<file path="config.mk">
export PLATFORM = sky130hd
export DESIGN_NAME = seq_signed_divider
export DESIGN_NICKNAME = d
export VERILOG_FILES = /design/src/rtl/seq_signed_divider.sv
export SDC_FILE = /design/constraint.sdc
export NUM_CORES = 1
export LEC_CHECK = 0
export CAP_MARGIN = 10
export CORE_AREA = 2 2 90 92
export DETAILED_ROUTE_END_ITERATION = 16
export DIE_AREA = 0 0 92 94
export PLACE_DENSITY = 0.79
export SYNTH_ARGS = -nofsm -noshare
export SYNTH_HDL_FRONTEND = slang
export SYNTH_SLANG_ARGS = --single-unit
</file>
<file path="constraint.sdc">
create_clock -name clk -period 2.16 [get_ports clk]
set_input_delay 0.324 -clock clk [delete_from_list [all_inputs] [get_ports clk]]
set_output_delay 0.324 -clock clk [all_outputs]
set_load 0.01 [all_outputs]
</file>
<file path="src/rtl/seq_signed_divider.sv">
`default_nettype none
// ============================================================================
// Module : seq_signed_divider
// Multi-cycle signed divider: 2W-bit dividend / W-bit divisor, radix-2
// restoring on magnitudes, then a sign-fixup cycle with saturation.
// Rev    : 1.0
// ============================================================================
module seq_signed_divider #(
  parameter int WIDTH = 8
) (
  input  logic               clk,
  input  logic               rst,
  input  logic               in_valid,
  output logic               in_ready,
  input  logic [2*WIDTH-1:0] dividend,
  input  logic [WIDTH-1:0]   divisor,
  output logic               out_valid,
  input  logic               out_ready,
  output logic [WIDTH-1:0]   quotient,
  output logic [WIDTH-1:0]   remainder,
  output logic               ovf,
  output logic               dz
);

  localparam int CW = $clog2(2*WIDTH);
  localparam logic [CW-1:0]      c_LAST_ITER = CW'(2*WIDTH-1);
  localparam logic [2*WIDTH-1:0] c_POS_LIM   = {{(WIDTH+1){1'b0}}, {(WIDTH-1){1'b1}}};
  localparam logic [2*WIDTH-1:0] c_NEG_LIM   = {{WIDTH{1'b0}}, 1'b1, {(WIDTH-1){1'b0}}};
  localparam logic [WIDTH-1:0]   c_SAT_POS   = {1'b0, {(WIDTH-1){1'b1}}};
  localparam logic [WIDTH-1:0]   c_SAT_NEG   = {1'b1, {(WIDTH-1){1'b0}}};

  typedef enum logic [1:0] {
    S_IDLE  = 2'd0,
    S_BUSY  = 2'd1,
    S_FIXUP = 2'd2,
    S_DONE  = 2'd3
  } state_t;

  state_t             state_q, state_d;
  logic [CW-1:0]      cnt_q, cnt_d;
  logic               sdvd_q, sdvd_d;
  logic               sdvs_q, sdvs_d;
  logic [2*WIDTH-1:0] dvd_q, dvd_d;
  logic [WIDTH-1:0]   dvs_q, dvs_d;
  logic [WIDTH-1:0]   rem_q, rem_d;
  logic [2*WIDTH-1:0] quo_q, quo_d;
  logic [WIDTH-1:0]   quotient_q, quotient_d;
  logic [WIDTH-1:0]   remainder_q, remainder_d;
  logic               ovf_q, ovf_d;
  logic               dz_q, dz_d;
  logic               out_valid_q, out_valid_d;

  logic [WIDTH:0]     w_shift;
  logic               w_borrow;
  logic               w_neg;
  logic               w_dvs_zero;
  logic               w_range_ovf;

  // Partial remainder stays below |divisor| <= 2^(WIDTH-1), so W bits hold it
  // between steps; only the shifted trial value needs the extra bit.
  assign w_shift     = {rem_q, dvd_q[2*WIDTH-1]};
  assign w_borrow    = w_shift < {1'b0, dvs_q};
  assign w_neg       = sdvd_q ^ sdvs_q;
  assign w_dvs_zero  = (dvs_q == '0);
  assign w_range_ovf = w_neg ? (quo_q > c_NEG_LIM) : (quo_q > c_POS_LIM);

  always_comb begin
    state_d     = state_q;
    cnt_d       = cnt_q;
    sdvd_d      = sdvd_q;
    sdvs_d      = sdvs_q;
    dvd_d       = dvd_q;
    dvs_d       = dvs_q;
    rem_d       = rem_q;
    quo_d       = quo_q;
    quotient_d  = quotient_q;
    remainder_d = remainder_q;
    ovf_d       = ovf_q;
    dz_d        = dz_q;
    out_valid_d = out_valid_q;

    case (state_q)
      S_IDLE: begin
        if (in_valid) begin
          sdvd_d  = dividend[2*WIDTH-1];
          sdvs_d  = divisor[WIDTH-1];
          dvd_d   = dividend[2*WIDTH-1] ? -dividend : dividend;
          dvs_d   = divisor[WIDTH-1] ? -divisor : divisor;
          rem_d   = '0;
          quo_d   = '0;
          cnt_d   = '0;
          state_d = S_BUSY;
        end
      end
      S_BUSY: begin
        dvd_d = {dvd_q[2*WIDTH-2:0], 1'b0};
        rem_d = w_borrow ? w_shift[WIDTH-1:0] : WIDTH'(w_shift - {1'b0, dvs_q});
        quo_d = {quo_q[2*WIDTH-2:0], ~w_borrow};
        cnt_d = cnt_q + CW'(1);
        if (cnt_q == c_LAST_ITER) begin
          state_d = S_FIXUP;
        end
      end
      S_FIXUP: begin
        if (w_dvs_zero) begin
          dz_d        = 1'b1;
          ovf_d       = 1'b1;
          remainder_d = '0;
          quotient_d  = sdvd_q ? c_SAT_NEG : c_SAT_POS;
        end else begin
          dz_d        = 1'b0;
          ovf_d       = w_range_ovf;
          remainder_d = sdvd_q ? -rem_q : rem_q;
          if (w_range_ovf) begin
            quotient_d = w_neg ? c_SAT_NEG : c_SAT_POS;
          end else begin
            quotient_d = w_neg ? -quo_q[WIDTH-1:0] : quo_q[WIDTH-1:0];
          end
        end
        out_valid_d = 1'b1;
        state_d     = S_DONE;
      end
      S_DONE: begin
        if (out_ready) begin
          out_valid_d = 1'b0;
          state_d     = S_IDLE;
        end
      end
      default: state_d = S_IDLE;
    endcase
  end

  always_ff @(posedge clk) begin
    if (rst) begin
      state_q     <= S_IDLE;
      cnt_q       <= '0;
      sdvd_q      <= 1'b0;
      sdvs_q      <= 1'b0;
      dvd_q       <= '0;
      dvs_q       <= '0;
      rem_q       <= '0;
      quo_q       <= '0;
      quotient_q  <= '0;
      remainder_q <= '0;
      ovf_q       <= 1'b0;
      dz_q        <= 1'b0;
      out_valid_q <= 1'b0;
    end else begin
      state_q     <= state_d;
      cnt_q       <= cnt_d;
      sdvd_q      <= sdvd_d;
      sdvs_q      <= sdvs_d;
      dvd_q       <= dvd_d;
      dvs_q       <= dvs_d;
      rem_q       <= rem_d;
      quo_q       <= quo_d;
      quotient_q  <= quotient_d;
      remainder_q <= remainder_d;
      ovf_q       <= ovf_d;
      dz_q        <= dz_d;
      out_valid_q <= out_valid_d;
    end
  end

  assign in_ready  = (state_q == S_IDLE);
  assign out_valid = out_valid_q;
  assign quotient  = quotient_q;
  assign remainder = remainder_q;
  assign ovf       = ovf_q;
  assign dz        = dz_q;

endmodule
`default_nettype wire

</file>
# Word-level counts from Yosys, hierarchy flattened
# Index checks and enable logic that the tools add are counted.
totals:
  regBits: 75
  in_bits: 28
  output_inout_bits: 20
  word_cells: 66
op_classes:
  add_sub_neg: 6
  n_lt_le_gt_ge: 3
  n_eq_ne: 7
  mux: 27
  bitwise: 2
  n_reduce_logical: 8
ops:
  columns: ["cell", "count"]
  rows:
  - ["$mux 8", 10]
  - ["$pmux 16 s2", 2]
  - ["$mux 16", 3]
  - ["$neg 8->8", 3]
  - ["$gt 16x7->1 const B", 1]
  - ["$gt 16x8->1 const B", 1]
  - ["$neg 16->16", 1]
  - ["$pmux 8 s2", 1]
  - ["$lt 9x8->1", 1]
  - ["$logic_not 8->1", 1]
  - ["$pmux 2 s4", 1]
  - ["$pmux 4 s2", 1]
  - ["$sub 8x8->8", 1]
  - ["$mux 2", 3]
  - ["$ne 2x2->1 const B", 3]
  - ["$reduce_and 2->1", 3]
  - ["$add 4x1->4 const B", 1]
  - ["$eq 2x2->1 const B", 2]
  - ["$eq 4x4->1 const B", 1]
  - ["$mux 1", 4]
  - ["$mux 4", 1]
  - ["$reduce_bool 2->1", 2]
  - ["$reduce_and 3->1", 1]
  - ["$eq 2x1->1 const B", 1]
  - ["4 further kinds", 4]

# Longest topological paths before layout
# Gate-level depths: netlist of the first run.
depth:
  word_depth: 4
  ltp_mapped: 8
  depth_no_buf: 8

# Worst setup path before layout of the first run
# OpenSTA, ideal clock, no wires.
synth_path:
  path_kind: "register to register"
  from: "register quo_q[0]"
  to: "register quotient_q[3], in the netlist quotient[3]"
  setup_ps: 92
  arrival_ps: 1872
  required_time_ps: 2068
  path_slack_ps: 195
  path_stages_with_launch: 9
  path_buffers: 1
  period_less_slack_ps: 1965
  path_cell_list: "dfxtp_1 inv_1 ha_1 or3b_1 o41ai_2 and3_1 buf_2 a21oi_1 o32ai_1"
synth_between:
  elab_chain_cells: 4
  elab_cells_between_ends: 7
  cone_classes: "add/sub: 1; order compare: 2; mux: 4"
synth_lines:
  columns: ["element", "line_no", "source"]
  rows:
  - ["from (decl)", "46", "logic [2*WIDTH-1:0] quo_q, quo_d;"]
  - ["from (signal assigned)", "156", "quo_q <= quo_d;"]
  - ["$gt 16x7->1 (tied with other cells)", "65", "assign w_range_ovf = w_neg ? (quo_q > c_NEG_LIM) : (quo_q > c_POS_LIM);"]
  - ["$mux 1 or $mux 8 (tied branches)", "65, 117", null]
  - ["$mux 8 (*)", "114", "if (w_range_ovf) begin"]
  - ["$mux 8 (*)", "105", "if (w_dvs_zero) begin"]
  - ["to (signal assigned)", "157", "quotient_q <= quotient_d;"]
  - ["to (decl)", "47", "logic [WIDTH-1:0] quotient_q, quotient_d;"]
# Mark *: on every way between the ends. The rest lies on a longest branch, timed or not.
# A chain may end at the register's enable or synchronous reset.

# Worst setup path in the final report of the first run
layout_path:
  from: "input port dividend[9]"
  to: "register dvd_q[15]"
layout_between:
  elab_chain_cells: 4
layout_lines:
  columns: ["element", "line_no", "source"]
  rows:
  - ["from (decl)", "15", "input logic [2*WIDTH-1:0] dividend,"]
  - ["$neg 16->16", "87", "dvd_d = dividend[2*WIDTH-1] ? -dividend : dividend;"]
  - ["$mux 16", "87", null]
  - ["$mux 16", "84", "if (in_valid) begin"]
  - ["$pmux 16 s2", "82", "case (state_q)"]
  - ["to (signal assigned)", "153", "dvd_q <= dvd_d;"]
  - ["to (decl)", "43", "logic [2*WIDTH-1:0] dvd_q, dvd_d;"]
# Every way passes these cells. The select of a mux whose other input is x is not followed.

==> impl_metrics.env, run 1 <==
export IMPL_final_nets=647
export IMPL_clk_insertion_delay_late_ps=360
export IMPL_wire_per_inst_um=14.1
export IMPL_hp_class="in -> reg"
export IMPL_crit_path_max_incr_delay_ps=560
export IMPL_synth_cell_type_count=62
export IMPL_synth_nets=582
export IMPL_clk_pin_slew_ps=80
export IMPL_vias_per_cell=5.76
export IMPL_grt_pass1_vias=3784
export IMPL_design_area_sq_um=5270
export IMPL_overflow=0
export IMPL_grt_pass1_wl_um=17100
export IMPL_rsz0062_at_grt="false"
export IMPL_worst_pin_slew_ps=728
export IMPL_num_vias=4077
export IMPL_seqPwrFrac_pct=31.4
export IMPL_p_comb_share_pct=49.6
export IMPL_arrival_ps=2370
export IMPL_p_int_mw=3.40
export IMPL_power_frac_clock_pct=19.0
export IMPL_slowest_stage="or4_4"
export IMPL_dp_hpwl_um=7430
export IMPL_hold_viol_final=0
export IMPL_p_leak_nw=2.01
export IMPL_endpoint_kind="flip-flop"
export IMPL_final_cells=708
export IMPL_required_ps=2440
export IMPL_synth_seq_cells=75
export IMPL_critPathLaunchType="input port"
export IMPL_synth_flop_cell="dfxtp_1"
export IMPL_gr_usage_all_layers_pct=24.3
export IMPL_syn_area_per_cell_sq_um=7.99
export IMPL_drtAntennaViolNets=0
export IMPL_start_util_pct=56.3
export IMPL_final_common_cell="dfxtp_1"
export IMPL_drtPass1Iterations=4
export IMPL_syn_to_final_growth_pct=23.1
export IMPL_synth_cells=536
export IMPL_total_power_mw=5.78
export IMPL_status="completed"
export IMPL_dp_slack_ps=-291
export IMPL_fin_crit_ps=2080
export IMPL_critPathTopFamily="simple AND/OR/NAND/NOR gates"
export IMPL_fin_ws_ps=75.1
export IMPL_mostFrequentLayoutCells="dfxtp_1, nor2_1, nand2_1"
export IMPL_period_share_pct=96.5
export IMPL_dieWidth_um=92
export IMPL_fin_tns_setup_ps=0
export IMPL_fmax_mhz=480
export IMPL_portBuffers=47
export IMPL_drv_slew=0
export IMPL_drcViolationCount=0
export IMPL_place_area_sq_um=5060
export IMPL_core_area_sq_um=7610
export IMPL_power_density_nw_per_um2=1100
export IMPL_synth_edf_count=0
export IMPL_dieArea_sq_um=8650
export IMPL_post_cts_buffers=0
export IMPL_cts_buffers_inserted=9
export IMPL_power_ir_vdd_worst_mv=0.608
export IMPL_crit_fanout=2
export IMPL_htree_levels=3
export IMPL_setup_violations_final=0
export IMPL_p_sw_share_pct=41.1
export IMPL_cap_violations=0
export IMPL_syn_cell_area_sq_um=4280
export IMPL_antenna_found_initial=0
export IMPL_critPathBufInv=1
export IMPL_seq_area_frac_synth_pct=35.1
export IMPL_dpl_cell_count=692
export IMPL_grt_max_degree=29
export IMPL_cts_tree="built"
export IMPL_synthArstFlopShare_pct=0
export IMPL_cts_root_buf="clkbuf_8"
export IMPL_diodes=0
export IMPL_wirelength_um=9970
export IMPL_power_switching_mw=2.37
export IMPL_io_pins=48
export IMPL_drt_iter0_markers=211
export IMPL_finClkSkew_ps=6.80
export IMPL_cts_sinks=75
export IMPL_crit_chain="clkdlybuf4s50_1, or4_4, or4b_4, nor4_2, a211oi_1, a211oi_2"
export IMPL_layout_drive_gt1_share_pct=13.0
export IMPL_relSlewSlack_pct=51.1
export IMPL_die_h_um=94
export IMPL_gp_congestion=0.896
export IMPL_path_class="in -> reg"
export IMPL_fill_cells=615
export IMPL_max_clock_path_buffers=2
export IMPL_std_cell_rows=32
export IMPL_ys_warn_count=0
## cells by family (layout without fill, tap and decap cells)
logic type	Yosys count	after routing	share of synthesized area, %
XOR/XNOR	25	25	5.11
adder cells (fa/ha/maj)	18	18	5.43
AND/OR/NAND/NOR	182	182	20.3
flip-flops	75	75	35.1
multiplexers	9	9	2.25
AO/OA/AOI/OAI	163	163	26.1
buffers and inverters	64	134	5.76
## layer usage
layer	vias to the layer above	routed length [um]	global-route usage, %
met5	-	0	0
met4	0	148	10.1
met3	13	392	3.37
met2	91	4790	41.4
met1	1902	4630	30.9
li1	2071	-	-
## power by group through the flow
stage | Sequential [mW] | Clock (mW) | Combinational (mW)
floorplan | 1.84 | 0 | 1.89
global placement | 1.83 | 0 | 2.73
detailed placement | 1.84 | 0 | 2.80
CTS | 1.81 | 1.12 | 2.83
global route | 1.85 | 1.17 | 3.17
finish | 1.81 | 1.10 | 2.86
## cells in the mapped netlist, drive strengths merged (5+ instances only)
master,count,area (sq um)
nand2b,10,62.6
a31oi,6,37.5
nand2,50,188
dfxtp,75,1500
o21ai,22,110
a21oi,36,180
inv,31,116
nor4,8,62.6
buf,7,32.5
a22oi,28,210
o41ai,5,51.3
xnor2,13,114
xor2,12,105
o31ai,9,67.6
a211oi,12,95.1
ha,17,213
clkbuf,26,97.6
mux2i,7,73.8
nor3,13,65.1
o211ai,15,113
nand3,11,55.1
nor2,63,236
or4,8,63.8
## final timing paths
path	startpoint	end	depth (start not counted)	slack (ps)
max	dividend[9]	dvd_q[15]	6	80
min	rst	quo_q[1]	2	390
max reg2reg	quo_q[0]	quotient[3]	7	150
min reg2reg	dvd_q[8]	dvd_q[8]	2	460
## registers in the layout (all words and copies together), names as in the netlist
signal,count
quo_q,16
state_q,2
out_valid,1
sdvs_q,1
rem_q,8
sdvd_q,1
dz,1
quotient,8
remainder,8
cnt_q,4
dvd_q,16
dvs_q,8
ovf,1
## repair_timing
action                                  CTS  global route
endpoints found under the setup margin    0            10
hold endpoints to repair                  0             0
hold buffers                              0             0
gates resized for setup                   0             5
## cell type report
cell class | instances | area, sq um | share of cell area, %
clock buffer | 9 | 124 | 2.35
clock inverter | 7 | 77.6 | 1.47
inverter | 31 | 116 | 2.21
multi-input combinational | 397 | 2540 | 48.3
sequential | 75 | 1500 | 28.5
tap | 102 | 128 | 2.42
timing repair buffer | 87 | 778 | 14.8
## per-stage QoR
stage / util [%] / hold slack [ps]
floorplan: - / 427
global placement: 66.5 / 438
detailed placement: 66.5 / 447
CTS: 69.1 / 381
global route: 69.3 / 406
finish: 69.3 / 386
Note: power is estimated with default switching activity, not from simulation.
==> inputs of run 2 (changes only) <==
Settings changed: CELL_PAD_IN_SITES_DETAIL_PLACEMENT set to 0, CELL_PAD_IN_SITES_GLOBAL_PLACEMENT set to 2, CORE_AREA 2 2 90 92 to 2 2 117 119, DIE_AREA 0 0 92 94 to 0 0 119 121, PLACE_DENSITY 0.79 to not set, PLACE_DENSITY_LB_ADDON set to 0.1.
==> impl_metrics.env, run 2 (synthesized netlist as in run 1, its figures left out) <==
export IMPL_status="completed"
export IMPL_r2r_cells=8
export IMPL_start_util_pct=32.7
export IMPL_portBuffers=47
export IMPL_slowest_stage="or4_4"
export IMPL_wl_met3_um=380
export IMPL_hold_depth=2
export IMPL_crit_fanout=2
export IMPL_hold_path_startpoint="rst"
export IMPL_critPathBufInv=1
export IMPL_io_pins=48
export IMPL_critPathTopFamily="simple AND/OR/NAND/NOR gates"
export IMPL_drt_iter0_markers=181
export IMPL_final_cells=795
export IMPL_power_density_nw_per_um2=1140
export IMPL_power_ir_vdd_worst_mv=0.394
export IMPL_syn_to_final_growth_pct=29.9
export IMPL_cap_violations=0
export IMPL_path_depth=6
export IMPL_required_ps=2420
export IMPL_setup_violations_final=0
export IMPL_die_h_um=121
export IMPL_max_clock_path_buffers=2
export IMPL_crit_path_max_incr_delay_ps=550
export IMPL_dp_slack_ps=-283
export IMPL_p_leak_nw=2.13
export IMPL_antenna_found_initial=0
export IMPL_min_to="quo_q[1]"
export IMPL_wl_met2_um=5120
export IMPL_cts_root_buf="clkbuf_16"
export IMPL_arrival_ps=2350
export IMPL_gp_congestion=0.788
export IMPL_grt_pass1_vias=3837
export IMPL_rsz0062_at_grt="false"
export IMPL_overflow=0
export IMPL_finClkSkew_ps=6.75
export IMPL_rr_startpoint="dvd_q[15]"
export IMPL_cts_buffers_inserted=9
export IMPL_htree_levels=3
export IMPL_final_nets=660
export IMPL_dieWidth_um=119
export IMPL_endpoint_kind="flip-flop"
export IMPL_period_share_pct=96.6
export IMPL_worst_r2r_setup_slack_ps=180
export IMPL_r2r_end="rem_q[6]"
export IMPL_fin_util_pct=42.5
export IMPL_relSlewSlack_pct=68.4
export IMPL_path_class="in -> reg"
export IMPL_wl_met1_um=5690
export IMPL_cts_sinks=75
export IMPL_clk_pin_slew_ps=60
export IMPL_worst_pin_slew_ps=470
export IMPL_final_common_cell="dfxtp_1"
export IMPL_grt_pass1_wl_um=18800
export IMPL_dpl_cell_count=779
export IMPL_fin_ws_ps=73.1
export IMPL_crit_chain="clkdlybuf4s50_1, or4_4, or4b_4, nor4_2, a211oi_1, a211oi_2"
export IMPL_diodes=0
export IMPL_cts_resized_gates=0
export IMPL_largestRegisters="dvd_q (16), quo_q (16)"
export IMPL_num_vias=4068
export IMPL_drv_slew=0
export IMPL_fin_crit_ps=2090
export IMPL_vias_per_cell=5.12
export IMPL_hp_class="in -> reg"
export IMPL_cts_hold_buf=0
export IMPL_hold_viol_final=0
export IMPL_dieArea_sq_um=14400
export IMPL_grt_max_degree=64
export IMPL_drtAntennaViolNets=0
export IMPL_std_cell_rows=42
export IMPL_drcViolationCount=0
export IMPL_clk_insertion_delay_late_ps=340
export IMPL_critPathLaunchType="input port"
export IMPL_dp_hpwl_um=8540
export IMPL_gr_usage_all_layers_pct=16.2
export IMPL_layout_drive_gt1_share_pct=14.1
export IMPL_post_cts_buffers=0
export IMPL_top_layer="met4"
export IMPL_drtPass1Iterations=4
export IMPL_wire_per_inst_um=14.3
export IMPL_core_area_sq_um=13100
export IMPL_mostFrequentLayoutCells="dfxtp_1, nor2_1, buf_4"
export IMPL_cts_tree="built"
export IMPL_fmax_mhz=479
export IMPL_wirelength_um=11300
export IMPL_fin_hold_ws_ps=302
## run 2: changes by cell type in the layout (fill, tap and decap cells not counted), moves of 3 or more
cell	delta
buf_4	+13
clkbuf_16	+9
clkbuf_8	-6
clkinv_4	-3
## run 2: worst max path at each step
stage | from | to | slack, ps
floorplan | quo_q[0] | quotient[3] | 200
global placement | dividend[9] | dvd_q[15] | -250
detailed placement | dividend[9] | dvd_q[15] | -280
CTS | dividend[9] | dvd_q[15] | 70
global route | dividend[9] | dvd_q[14] | 4
finish | dividend[9] | dvd_q[15] | 70
## run 2: worst register-to-register path, stage by stage (launching register included)
cell	delay (ps)
dfxtp_1	330
inv_1	60
ha_1	220
fa_1	390
nand2b_1	180
a21oi_1	190
mux2i_1	220
a2bb2oi_1	100
a21o_1	190
## run 2: per-stage QoR
step / instance area, sq um / total power, mW / setup TNS (ps)
after floorplan: 4280 / 3.73 / 0
after global placement: 5250 / 4.79 / -671
after detailed placement: 5250 / 4.81 / -864
after CTS: 5560 / 6.41 / 0
after global routing: 5560 / 6.82 / 0
final: 5560 / 6.35 / 0
## run 2: where the power goes
group	total (mW)	switching, mW	internal [mW]
clock network	1.57	0.586	0.985
registers	1.81	0.167	1.64
logic	2.97	1.70	1.26
## run 2: layout make-up
type / count / area (sq um)
Sequential cell: 75 / 1500
Tap cell: 176 / 220
Inverter: 31 / 116
Fill cell: 1337 / 7520
Clock inverter: 4 / 47.5
Multi-Input combinational cell: 397 / 2530
Clock buffer: 12 / 267
Timing Repair Buffer: 100 / 876
## run 2: layer usage
| metal | track usage, % | vias up |
|---|---|---|
| met5 | 0 | - |
| met4 | 6.32 | 0 |
| met3 | 2.68 | 12 |
| met2 | 25.8 | 66 |
| met1 | 21.8 | 1888 |
| li1 | - | 2102 |
==> inputs of run 3 (changes only) <==
Settings changed: CELL_PAD_IN_SITES_DETAIL_PLACEMENT 0 to 1, CELL_PAD_IN_SITES_GLOBAL_PLACEMENT 2 to 1, CORE_AREA 2 2 117 119 to 2 2 104 106, DIE_AREA 0 0 119 121 to 0 0 106 108.
==> impl_metrics.env, run 3 (synthesized netlist as in run 1, its figures left out) <==
export IMPL_status="completed"
export IMPL_grt_pass1_vias=4270
export IMPL_fmax_mhz=484
export IMPL_worst_pin_slew_ps=508
export IMPL_final_cells=748
export IMPL_required_ps=2420
export IMPL_fin_crit_ps=2070
export IMPL_vias_per_cell=5.67
export IMPL_cts_tree="built"
export IMPL_power_switching_mw=2.54
export IMPL_relSlewSlack_pct=65.8
export IMPL_syn_to_final_growth_pct=26.2
export IMPL_p_int_mw=3.57
export IMPL_gp_congestion=0.832
export IMPL_power_density_nw_per_um2=1130
export IMPL_clk_insertion_delay_late_ps=360
export IMPL_mostFrequentLayoutCells="dfxtp_1, nor2_1, nand2_1"
export IMPL_num_vias=4240
export IMPL_finClkSkew_ps=13.5
export IMPL_layout_drive_gt1_share_pct=14.2
export IMPL_crit_fanout=9
export IMPL_overflow=0
export IMPL_grt_max_degree=65
export IMPL_startpoint="dvs_q[1]"
export IMPL_rsz0062_at_grt="true"
export IMPL_dieArea_sq_um=11400
export IMPL_drcViolationCount=0
export IMPL_portBuffers=47
export IMPL_cts_hold_buf=0
export IMPL_fill_cells=1258
export IMPL_final_common_cell="dfxtp_1"
export IMPL_power_frac_clock_pct=20.6
export IMPL_dieWidth_um=106
export IMPL_r2r_cells=9
export IMPL_cap_violations=0
export IMPL_p_comb_share_pct=49.4
export IMPL_antenna_found_initial=0
export IMPL_gr_usage_all_layers_pct=22.5
export IMPL_p_leak_nw=2.06
export IMPL_p_sw_share_pct=41.6
export IMPL_r2r_end="rem_q[5]"
export IMPL_arrival_ps=2320
export IMPL_wire_per_inst_um=16.5
export IMPL_hold_viol_final=0
export IMPL_wirelength_um=12300
export IMPL_drv_slew=0
export IMPL_period_share_pct=95.6
export IMPL_largestRegisters="dvd_q (16), quo_q (16)"
export IMPL_final_nets=653
export IMPL_max_clock_path_buffers=2
export IMPL_drt_iter0_markers=210
export IMPL_seqPwrFrac_pct=30.0
export IMPL_setup_violations_final=0
export IMPL_power_ir_vdd_worst_mv=0.378
export IMPL_clk_pin_slew_ps=90
export IMPL_worst_r2r_setup_slack_ps=90
export IMPL_drtAntennaViolNets=0
export IMPL_path_class="reg -> reg"
export IMPL_dp_hpwl_um=9030
export IMPL_dpl_cell_count=731
export IMPL_htree_levels=3
export IMPL_total_power_mw=6.11
export IMPL_cts_root_buf="clkbuf_8"
export IMPL_crit_end="rem_q[5]"
export IMPL_hp_class="in -> reg"
export IMPL_rr_startpoint="dvs_q[1]"
export IMPL_drtPass1Iterations=4
export IMPL_grt_pass1_wl_um=20800
export IMPL_die_h_um=108
export IMPL_std_cell_rows=37
export IMPL_critPathLaunchType="flip-flop"
export IMPL_endpoint_kind="flip-flop"
export IMPL_diodes=0
export IMPL_start_util_pct=41.9
export IMPL_cts_buffers_inserted=9
export IMPL_core_area_sq_um=10200
export IMPL_cts_sinks=75
export IMPL_io_pins=48
run 3: critical path: stages, from the launching register on:
cell	delay, ps
dfxtp_2	380
inv_1	50
ha_1	260
nor2b_1	210
o211ai_1	130
buf_4	170
a21oi_1	220
buf_4	220
o31ai_1	100
a31o_2	220
run 3: through the flow:
| step | area, sq um | utilization [%] | setup WS, ps | TNS (ps) | hold slack (ps) |
|---|---|---|---|---|---|
| after global routing | 5410 | 52.8 | -2.90 | -4.96 | 271 |
| final | 5410 | 52.8 | 94.3 | 0 | 264 |
| after CTS | 5370 | 52.4 | 6.63 | 0 | 264 |
| after detailed placement | 5140 | 50.2 | -294 | -814 | 448 |
| after floorplan | 4280 | - | 195 | 0 | 427 |
| after global placement | 5140 | 50.2 | -229 | -590 | 434 |
run 3: cell type report:
class | count | area [sq um] | share of cell area [%]
Clock inverter | 6 | 88.8 | 1.64
Tap cell | 136 | 170 | 3.15
Inverter | 31 | 116 | 2.15
Multi-Input combinational cell | 397 | 2560 | 47.5
Timing Repair Buffer | 93 | 823 | 15.2
Sequential cell | 75 | 1500 | 27.8
Clock buffer | 10 | 138 | 2.55
run 3: what timing repair did:
item	4_1_cts	5_1_grt
endpoints found under the setup margin	0	11
resized for setup	0	9
setup buffers	0	1
run 3: worst min-delay path by stage:
stage	from	endpoint	slack, ps	depth (start not counted)
after global placement	dvd_q[8]	dvd_q[8]	430	2
after global routing	rst	quo_q[0]	270	2
after CTS	rst	quo_q[0]	260	2
final	rst	quo_q[0]	260	2
after detailed placement	dvd_q[2]	dvd_q[2]	450	2
after floorplan	dvd_q[8]	dvd_q[8]	430	2
run 3: power groups by stage:
| stage | clock, mW | sequential (mW) | combinational (mW) |
|---|---|---|---|
| 6_report | 1.26 | 1.83 | 3.02 |
| 5_1_grt | 1.36 | 1.87 | 3.32 |
| 4_1_cts | 1.28 | 1.83 | 2.97 |
| 3_5_place_dp | 0 | 1.86 | 2.93 |
| 3_3_place_gp | 0 | 1.84 | 2.82 |
| 2_1_floorplan | 0 | 1.84 | 1.89 |
run 3: routing by layer:
metal	GRT usage (%)	vias to the layer above	routed length [um]
met3	3.50	12	359
met4	6.30	0	155
met5	0	-	0
met2	39.3	83	6050
met1	29.1	2057	5750
li1	-	2088	-
